File: config.mk
export PLATFORM = sky130hd
export DESIGN_NAME = vram_fill
export DESIGN_NICKNAME = d
export VERILOG_FILES = /design/src/rtl/vram_fill.sv
export SDC_FILE = /design/constraint.sdc
export NUM_CORES = 1
export LEC_CHECK = 0
export ABC_CLOCK_PERIOD_IN_PS = 7930
export CORE_AREA = 2 2 144 146
export CTS_CLUSTER_SIZE = 10
export DETAILED_ROUTE_END_ITERATION = 12
export DIE_AREA = 0 0 146 148
export PLACE_DENSITY = 0.51
export SLEW_MARGIN = 20
export SYNTH_ARGS = -nofsm -noshare
export SYNTH_HDL_FRONTEND = slang
export SYNTH_SLANG_ARGS = --single-unit
File: constraint.sdc
create_clock -name clock -period 7.93 [get_ports clock]
set_input_delay 1.1895 -clock clock [delete_from_list [all_inputs] [get_ports clock]]
set_output_delay 1.1895 -clock clock [all_outputs]
set_load 0.01 [all_outputs]
File: src/rtl/vram_fill.sv
// Rectangle-fill engine: writes one colour word per clock into the clipped
// rectangle on the CPU-side port of the dual-port video RAM.
module vram_fill #(
    parameter int unsigned FB_WIDTH  = 160,
    parameter int unsigned FB_HEIGHT = 120,
    parameter logic [15:0] BASE_ADDR = 16'h0000,
    parameter int unsigned COORD_W   = 8
) (
    input  logic               clock,
    input  logic               clear,
    input  logic               cmd_valid,
    output logic               cmd_ready,
    input  logic [COORD_W-1:0] cmd_x,
    input  logic [COORD_W-1:0] cmd_y,
    input  logic [COORD_W-1:0] cmd_w,
    input  logic [COORD_W-1:0] cmd_h,
    input  logic [15:0]        cmd_color,
    output logic [15:0]        wr_addr,
    output logic [15:0]        wr_data,
    output logic               wr_en,
    output logic               busy,
    output logic               done
);

    localparam logic [COORD_W-1:0] W_C   = COORD_W'(FB_WIDTH);
    localparam logic [COORD_W-1:0] H_C   = COORD_W'(FB_HEIGHT);
    localparam logic [15:0]        ROW_STEP = 16'(FB_WIDTH);

    typedef enum logic [1:0] {
        S_IDLE = 2'd0,
        S_FILL = 2'd1,
        S_DONE = 2'd2
    } state_t;

    state_t             r_state;
    state_t             w_state_nxt;

    logic [COORD_W-1:0] r_cw;
    logic [COORD_W-1:0] r_ch;
    logic [COORD_W-1:0] r_col;
    logic [COORD_W-1:0] r_row;
    logic [15:0]        r_row_base;

    logic               w_accept;
    logic [COORD_W-1:0] w_cw;
    logic [COORD_W-1:0] w_ch;
    logic               w_empty;
    logic               w_start;
    logic [15:0]        w_base0;
    logic               w_last_col;
    logic               w_last;

    logic               w_wr_en_nxt;
    logic [15:0]        w_wr_addr_nxt;
    logic [15:0]        w_wr_data_nxt;
    logic               w_busy_nxt;
    logic               w_done_nxt;
    logic               w_ready_nxt;

    // Command acceptance, clipping and starting address of the first row
    assign w_accept   = cmd_valid & cmd_ready;
    assign w_cw       = (cmd_x >= W_C) ? '0 : ((cmd_w < (W_C - cmd_x)) ? cmd_w : (W_C - cmd_x));
    assign w_ch       = (cmd_y >= H_C) ? '0 : ((cmd_h < (H_C - cmd_y)) ? cmd_h : (H_C - cmd_y));
    assign w_empty    = (w_cw == '0) || (w_ch == '0);
    assign w_start    = w_accept & ~w_empty;
    assign w_base0    = BASE_ADDR + (16'(cmd_y) * ROW_STEP) + 16'(cmd_x);

    // Position of the write currently on the bus
    assign w_last_col = (r_col == (r_cw - COORD_W'(1)));
    assign w_last     = w_last_col && (r_row == (r_ch - COORD_W'(1)));

    // State register
    always_ff @(posedge clock) begin
        if (clear) begin
            r_state <= S_IDLE;
        end else begin
            r_state <= w_state_nxt;
        end
    end

    // Next-state logic
    always_comb begin
        w_state_nxt = r_state;
        case (r_state)
            S_IDLE: begin
                if (w_accept) begin
                    w_state_nxt = w_empty ? S_DONE : S_FILL;
                end
            end
            S_FILL: begin
                if (w_last) begin
                    w_state_nxt = S_DONE;
                end
            end
            S_DONE:  w_state_nxt = S_IDLE;
            default: w_state_nxt = S_IDLE;
        endcase
    end

    // Raster counters and row base address
    always_ff @(posedge clock) begin
        if (clear) begin
            r_cw       <= '0;
            r_ch       <= '0;
            r_col      <= '0;
            r_row      <= '0;
            r_row_base <= '0;
        end else if (w_accept) begin
            r_cw       <= w_cw;
            r_ch       <= w_ch;
            r_col      <= '0;
            r_row      <= '0;
            r_row_base <= w_base0;
        end else if (r_state == S_FILL && !w_last) begin
            if (w_last_col) begin
                r_col      <= '0;
                r_row      <= r_row + COORD_W'(1);
                r_row_base <= r_row_base + ROW_STEP;
            end else begin
                r_col      <= r_col + COORD_W'(1);
            end
        end
    end

    // Next values of the registered outputs; address/data hold when idle
    always_comb begin
        w_wr_en_nxt   = (w_state_nxt == S_FILL);
        w_wr_addr_nxt = wr_addr;
        w_wr_data_nxt = wr_data;
        w_busy_nxt    = (w_state_nxt != S_IDLE);
        w_done_nxt    = (w_state_nxt == S_DONE);
        w_ready_nxt   = (w_state_nxt == S_IDLE);
        if (w_start) begin
            w_wr_addr_nxt = w_base0;
            w_wr_data_nxt = cmd_color;
        end else if (r_state == S_FILL && !w_last) begin
            w_wr_addr_nxt = w_last_col ? (r_row_base + ROW_STEP)
                                       : (r_row_base + 16'(r_col) + 16'd1);
        end
    end

    // Output registers
    always_ff @(posedge clock) begin
        if (clear) begin
            wr_en     <= 1'b0;
            wr_addr   <= '0;
            wr_data   <= '0;
            busy      <= 1'b0;
            done      <= 1'b0;
            cmd_ready <= 1'b1;
        end else begin
            wr_en     <= w_wr_en_nxt;
            wr_addr   <= w_wr_addr_nxt;
            wr_data   <= w_wr_data_nxt;
            busy      <= w_busy_nxt;
            done      <= w_done_nxt;
            cmd_ready <= w_ready_nxt;
        end
    end

endmodule

==> implementation parameters, run 1 <==
Parameter                              Value

Outcome
  Outcome ... finished, final reports clean

Global routing
  Total overflow reported by the global router ... 0
  Global-route wire length before repair ... 26,700 um
  Vias in the first global route ... 5,285
  Maximum number of pins on one net before global-route repair ... 53
  Total GRT Usage ... 15.2%
  Initial antenna violation count ... 0

Logic synthesis
  Portion of the post-synthesis area used by sequential elements ... 29.1%
  Share of the synthesized area in the top cell type ... 29.1%
  Main combinational cell family by area after synthesis ... simple AND/OR/NAND/NOR gates
  Number of register bits inferred by synthesis ... 86
  Post-Synth Simple-Gate Area ... 23.2%
  Post-synthesis area per instance ... 7.99 um2
  EDFF count, synth ... 0
  Share of cell area taken by muxes after synthesis ... 6.16%
  Cells after synthesis ... 739
  Synth async-reset ratio ... 0%
  Post-synthesis compound-gate area fraction ... 16.9%
  Top cell type by total area after synthesis ... sky130_fd_sc_hd__dfxtp_1
  Largest cells by area after synthesis ... sky130_fd_sc_hd__dfxtp_1 29%, sky130_fd_sc_hd__ha_1 9.3%, sky130_fd_sc_hd__nor2_1 6.9%
  Main flop type after synthesis ... sky130_fd_sc_hd__dfxtp_1
  Area of the mapped netlist ... 0.00591 mm2
  Warnings from Yosys ... 0
  Syn nets ... 837
  Xor/xnor cell area share of the yosys netlist ... 10.1%
  Distinct cells, synth ... 66
  Fraction of the mapped netlist area in adder cells ... 10.3%

Power and ir drop
  NetSw ... 0.000366 W
  Leakage component of the power ... 2.95 nW
  Share of total power in sequential cells ... 38.9%
  Internal power summed over all cells ... 0.000878 W
  Highest ir drop seen on vdd ... 0.000125 V
  Share of power burned in combinational logic ... 25.4%
  Total power after layout ... 0.00124 W
  Clock network fraction of total power ... 35.7%
  Total power per unit cell area ... 170 mW/mm2
  Net switching share of the total power ... 29.4%

Finish
  Post-route cell area ... 0.00733 mm2
  Fraction of final layout cells with drive strength greater than 1 ... 4.66%
  # diodes ... 0
  Filler cells ... 2,171
  Net count, final ... 909
  Count of non-filler cells in the finished layout ... 1,085
  Area overhead of the layout relative to synthesis ... 24.0%

Clock network
  Clock buffers created by TritonCTS ... 9
  Source-to-sink clock delay at the later pin of the worst-skew pair ... 0.34 ns
  TritonCTS clock tree ... built
  # clock sinks ... 86
  Number of gates resized after cts ... 0
  Hold_buf cts ... 0
  Root buf cell ... sky130_fd_sc_hd__clkbuf_16
  Number of buffers added for setup after CTS ... 0
  Number of H-tree levels ... 3
  Clock tree buffer depth ... 2
  Clock slew seen by the registers of the worst setup and hold paths ... 0.06 ns

Worst hold path
  Min-Delay Path Class ... flop to flop

Placement
  Placed instance count ... 1,070
  I/O Buffers ... 86
  Gp weighted congestion ... 0.791
  Post-detail-place hpwl ... 12,000 um
  Placed inst area ... 0.00702 mm2

Run
  Max-cap violations ... 0

Drt
  Via density per instance ... 4.91
  Residual antenna-violating net count after detailed routing ... 0
  Drt initial violations ... 236
  Routed wire length ... 16,200 um
  Drt pass-1 iters ... 4
  Routed WL per cell ... 14.9 um
  Count of unresolved DRC violations after routing ... 0
  Total number of vias ... 5,325

Die
  Die height ... 148 um
  Row cnt ... 52
  Core area ... 0.0200 mm2
  Starting density of the core ... 29.5%
  Chip Width ... 146 um
  Top-Level Pins ... 87
  Die outline area ... 0.0216 mm2

Worst setup path
  Worst setup path category ... input pin to flop
  Worst path max stage delay ... 0.66 ns
  Type of origin of the critical path ... input pin
  Critical-path top delay cell ... sky130_fd_sc_hd__or4b_2
  Critical Path AT ... 5.05 ns
  Crit-path cells ... clkdlybuf4s50_1 -> inv_1 -> ha_1 -> or4b_2 -> nand2_1 -> xnor2_1 -> ha_1 -> nand2_1 -> nor3_1 -> a21oi_1 -> buf_4 -> nor4_1 -> a32oi_1 -> nand4b_1 -> buf_4 -> nand2b_1 -> o32ai_1
  Crit-path max FO ... 35
  Crit end category ... flop
  Required time of the critical path ... 8.13 ns

Timing
  Setup_tns ... 0 ns
  Top achievable clock speed ... 206 MHz
  Count of final max-slew check failures ... 0
  Minimum clock period ... 4.85 ns
  Final hold violations ... 0
  Slew Limit Headroom ... 42.1%
  RSZ-0062 raised after global routing ... no
  Final period utilization ... 61.2%
  Slew @ Worst Pin ... 0.869 ns
  Final setup violation count ... 0
  Worst setup skew after layout ... 0.00882 ns
==> stage by stage <==
| step | worst slack [ns] | utilization, % | hold slack, ns |
|---|---|---|---|
| final | 3.08 | 36.6 | 0.475 |
| after CTS | 3.09 | 36.6 | 0.476 |
| after floorplan | 3.67 | - | 0.450 |
| after global placement | 2.82 | 35.0 | 0.467 |
| after detailed placement | 2.74 | 35.0 | 0.468 |
| after global routing | 2.68 | 36.6 | 0.506 |
==> Yosys cell counts (5+ instances only) <==
master	n
sky130_fd_sc_hd__nor3b_1	5
sky130_fd_sc_hd__o22ai_1	7
sky130_fd_sc_hd__o32ai_1	5
sky130_fd_sc_hd__nor3_1	18
sky130_fd_sc_hd__nor2b_1	5
sky130_fd_sc_hd__buf_2	5
sky130_fd_sc_hd__nand2_1	67
sky130_fd_sc_hd__clkbuf_1	23
sky130_fd_sc_hd__o21ai_0	30
sky130_fd_sc_hd__inv_1	31
sky130_fd_sc_hd__a311oi_1	6
sky130_fd_sc_hd__or3_1	8
sky130_fd_sc_hd__nand4_1	9
sky130_fd_sc_hd__xor2_1	30
sky130_fd_sc_hd__a211oi_1	5
sky130_fd_sc_hd__a21oi_1	57
sky130_fd_sc_hd__nor2_1	109
sky130_fd_sc_hd__dfxtp_1	86
sky130_fd_sc_hd__nand3_1	16
sky130_fd_sc_hd__and2_1	5
sky130_fd_sc_hd__o21bai_1	5
sky130_fd_sc_hd__nand2b_1	7
sky130_fd_sc_hd__mux2i_1	33
sky130_fd_sc_hd__o21a_1	5
sky130_fd_sc_hd__xnor2_1	38
sky130_fd_sc_hd__ha_1	44
sky130_fd_sc_hd__and3_1	6
sky130_fd_sc_hd__a21o_1	7
==> layer usage <==
metal,track usage [%],share of wire [%]
met1,19.9,48
met2,25.8,48
met3,2.81,3.5
met4,4.22,0.99
met5,0,0
==> cell families after synthesis <==
group / after synthesis
fa+ha+maj: 47
buf+inv: 62
mux: 36
flops: 86
xor+xnor: 68
simple gates: 283
compound gates: 157
==> layout make-up <==
class                           count  area [um2]  area share [%]
Tap cell                          270         338            4.61
Inverter                           31         116            1.59
Clock buffer                       11         233            3.18
Timing Repair Buffer               92         901            12.3
Multi-Input combinational cell    591        3950            53.9
Clock inverter                      4        72.6           0.990
Sequential cell                    86        1720            23.5
==> sequential cells by signal, summed over array words and instances, names as in the netlist <==
name / cells
r_col: 8
done: 1
r_ch: 8
cmd_ready: 1
busy: 1
r_cw: 8
wr_addr: 16
r_state: 2
r_row: 8
r_row_base: 16
wr_en: 1
wr_data: 16
==> worst paths after layout <==
| check | start | to | slack [ns] | cells past startpoint |
|---|---|---|---|---|
| setup / recovery | cmd_x[0] | wr_addr[15] | 3.08 | 17 |
| hold / removal | r_row_base[0] | r_row_base[0] | 0.48 | 2 |
| setup reg to reg | r_cw[0] | r_row_base[10] | 4.35 | 9 |
| hold reg to reg | r_row_base[0] | r_row_base[0] | 0.48 | 2 |
==> power groups by stage <==
stage / registers (W) / logic, W / clock network, W
CTS: 0.000483 / 0.000321 / 0.000460
detailed placement: 0.000493 / 0.000319 / 0
finish: 0.000484 / 0.000316 / 0.000445
global placement: 0.000493 / 0.000319 / 0
global route: 0.000487 / 0.000355 / 0.000477
floorplan: 0.000491 / 0.000202 / 0
==> critical path: cells and delay by family <==
family | cells | cell delay (ns)
AO/OA/AOI/OAI | 3 | 0.33
XOR/XNOR | 1 | 0.10
adder cells (fa/ha/maj) | 2 | 0.51
buffers and inverters | 4 | 1.25
AND/OR/NAND/NOR | 7 | 1.65
==> cells in the final DEF (no fill, tap or decap), types with 7 or more instances in the layout <==
cell type and n:
sky130_fd_sc_hd__a21o_1 7, sky130_fd_sc_hd__a21oi_1 57, sky130_fd_sc_hd__clkbuf_16 9, sky130_fd_sc_hd__clkdlybuf4s50_1 85
sky130_fd_sc_hd__dfxtp_1 86, sky130_fd_sc_hd__ha_1 44, sky130_fd_sc_hd__inv_1 31, sky130_fd_sc_hd__mux2i_1 33
sky130_fd_sc_hd__nand2_1 67, sky130_fd_sc_hd__nand2b_1 7, sky130_fd_sc_hd__nand3_1 16, sky130_fd_sc_hd__nand4_1 9
sky130_fd_sc_hd__nor2_1 109, sky130_fd_sc_hd__nor3_1 18, sky130_fd_sc_hd__o21ai_0 30, sky130_fd_sc_hd__o22ai_1 7
sky130_fd_sc_hd__or3_1 8, sky130_fd_sc_hd__xnor2_1 38, sky130_fd_sc_hd__xor2_1 30
No activity file was read; power rests on OpenSTA's default activity.
==> run 2: changes to the inputs <==
ABC_CLOCK_PERIOD_IN_PS = 5100   (was 7930)
clock period = 5.1 ns   (was 7.93 ns; I/O delays follow)
==> run 2 against run 1 <==
Core utilization rose by 0.31 points; cell area rose by 0.84%; sequential cell count did not move; register-to-register slack got worse by 2.5 ns; critical path depth fell by 2; power rose by 59%; critical endpoint is now wr_addr[9]; largest cell class unchanged.
==> implementation parameters, run 2 (synthesis results as in run 1) <==
Parameter                              Value

Outcome
  Outcome ... finished, final reports clean

Worst setup path
  Kind of cell adding the most delay to the critical path ... simple AND/OR/NAND/NOR gates
  Crit end category ... flop
  Cell repeated most along the worst path ... sky130_fd_sc_hd__nand2_1
  Worst setup path category ... input pin to flop
  Crit-path cells ... clkdlybuf4s50_1 -> inv_1 -> ha_1 -> or4b_2 -> nand2_1 -> xnor2_1 -> ha_1 -> nand2_1 -> o21ai_0 -> a21oi_1 -> nor4_1 -> a32oi_1 -> nand4b_1 -> nand2_1 -> o32ai_1
  Required time of the critical path ... 5.31 ns
  Type of origin of the critical path ... input pin
  Buffer and inverter count on the worst path ... 2
  Crit-path max FO ... 12
  Worst path max stage delay ... 0.64 ns
  Critical-path top delay cell ... sky130_fd_sc_hd__or4b_2
  Critical Path AT ... 4.60 ns

Timing
  Final period utilization ... 86.0%
  Minimum clock period ... 4.38 ns
  Worst hold margin ... 0.475 ns
  Top achievable clock speed ... 228 MHz
  Final hold violations ... 0
  Slew @ Worst Pin ... 0.852 ns
  Setup_tns ... 0 ns
  RSZ-0062 raised after global routing ... no
  Count of final max-slew check failures ... 0
  Final setup violation count ... 0
  Slew Limit Headroom ... 43.2%
  Worst setup skew after layout ... 0.00820 ns

Global routing
  Vias in the first global route ... 5,325
  Total GRT Usage ... 15.5%
  Global-route wire length before repair ... 27,000 um
  Maximum number of pins on one net before global-route repair ... 52
  Initial antenna violation count ... 0
  Total overflow reported by the global router ... 0

Die
  Row cnt ... 52
  Top-Level Pins ... 87
  Core area ... 0.0200 mm2
  Chip Width ... 146 um
  Starting density of the core ... 29.5%
  Die height ... 148 um
  Die outline area ... 0.0216 mm2

Run
  Max-cap violations ... 0

Drt
  Residual antenna-violating net count after detailed routing ... 0
  Drt initial violations ... 233
  Drt pass-1 iters ... 4
  Total number of vias ... 5,334
  Count of unresolved DRC violations after routing ... 0
  Via density per instance ... 4.90
  Routed WL per cell ... 15.0 um
  Routed wire length ... 16,300 um

Clock network
  Clock slew seen by the registers of the worst setup and hold paths ... 0.06 ns
  Number of gates resized after cts ... 0
  # clock sinks ... 86
  Clock tree buffer depth ... 2
  Hold_buf cts ... 0
  Number of H-tree levels ... 3
  TritonCTS clock tree ... built
  Number of buffers added for setup after CTS ... 0
  Source-to-sink clock delay at the later pin of the worst-skew pair ... 0.35 ns
  Root buf cell ... sky130_fd_sc_hd__clkbuf_16
  Clock buffers created by TritonCTS ... 9

Power and ir drop
  Highest ir drop seen on vdd ... 0.000169 V
  Leakage component of the power ... 2.97 nW
  Total power per unit cell area ... 269 mW/mm2

Worst hold path
  Min-Delay Path Class ... flop to flop

Finish
  Net count, final ... 912
  Post-route cell area ... 0.00739 mm2
  Sequential cell area ... 0.00172 mm2
  Highest-count cells in the layout ignoring fill and taps ... 109 x sky130_fd_sc_hd__nor2_1, 86 x sky130_fd_sc_hd__dfxtp_1, 85 x sky130_fd_sc_hd__clkdlybuf4s50_1
  Multi-input gate area in the final layout ... 0.00395 mm2
  Fraction of final layout cells with drive strength greater than 1 ... 5.37%
  # diodes ... 0
  Filler cells ... 2,158
  Largest registers ranked by flip-flop count ... r_row_base x16, wr_addr x16, wr_data x16
  Area overhead of the layout relative to synthesis ... 25.1%
  Commonest non-fill, non-tap cell in the layout ... sky130_fd_sc_hd__nor2_1

Placement
  I/O Buffers ... 86
  Placed inst area ... 0.00706 mm2
  Gp weighted congestion ... 0.832
  Post-detail-place hpwl ... 12,300 um
-- run 2: layout make-up --
cell class	count	area share, %
Sequential cell	86	23.3
Clock buffer	10	3.23
Multi-Input combinational cell	591	53.4
Inverter	31	1.57
Clock inverter	6	1.25
Tap cell	270	4.57
Timing Repair Buffer	95	12.7
-- run 2: path summary, 6_finish.rpt --
path              slack [ns]     startpoint       endpoint  cells past startpoint
setup reg to reg        1.83        r_cw[0]  r_row_base[8]                     10
hold / removal          0.48  r_row_base[0]  r_row_base[0]                      2
hold reg to reg         0.48  r_row_base[0]  r_row_base[0]                      2
setup / recovery        0.72       cmd_x[0]     wr_addr[9]                     15
-- run 2: worst reg2reg max path, stage by stage (launching register included) --
cell and delay [ns]:
sky130_fd_sc_hd__dfxtp_1 0.46, sky130_fd_sc_hd__inv_1 0.08, sky130_fd_sc_hd__ha_1 0.26, sky130_fd_sc_hd__o21ba_2 0.21
sky130_fd_sc_hd__a221oi_1 0.29, sky130_fd_sc_hd__a41o_1 0.18, sky130_fd_sc_hd__o2111ai_2 0.12, sky130_fd_sc_hd__buf_4 0.23
sky130_fd_sc_hd__a211o_1 0.62, sky130_fd_sc_hd__or3_1 0.48, sky130_fd_sc_hd__a311oi_1 0.26
-- run 2: power breakdown --
part	leakage, nW	switching [W]	internal, W
registers	0.702	0.0000405	0.000711
logic	2.12	0.000265	0.000231
clock network	0.155	0.000291	0.000445
total	2.97	0.000597	0.00139
-- run 2: through the flow --
step	setup slack (ns)	utilization, %	instances	total power (W)
floorplan	1.27	-	739	0.00108
global placement	0.419	35.2	1073	0.00127
detailed placement	0.319	35.2	1073	0.00127
CTS	0.699	36.9	1089	0.00201
global route	0.323	36.9	1089	0.00210
finish	0.716	36.9	1089	0.00198
-- run 2: routing by layer --
| metal | share of wire (%) | global-route usage [%] | vias up |
|---|---|---|---|
| li1 | - | - | 2753 |
| met1 | 46 | 19.7 | 2482 |
| met2 | 48 | 27.3 | 89 |
| met3 | 4.6 | 2.69 | 10 |
| met4 | 1.0 | 3.74 | 0 |
| met5 | 0 | 0 | - |
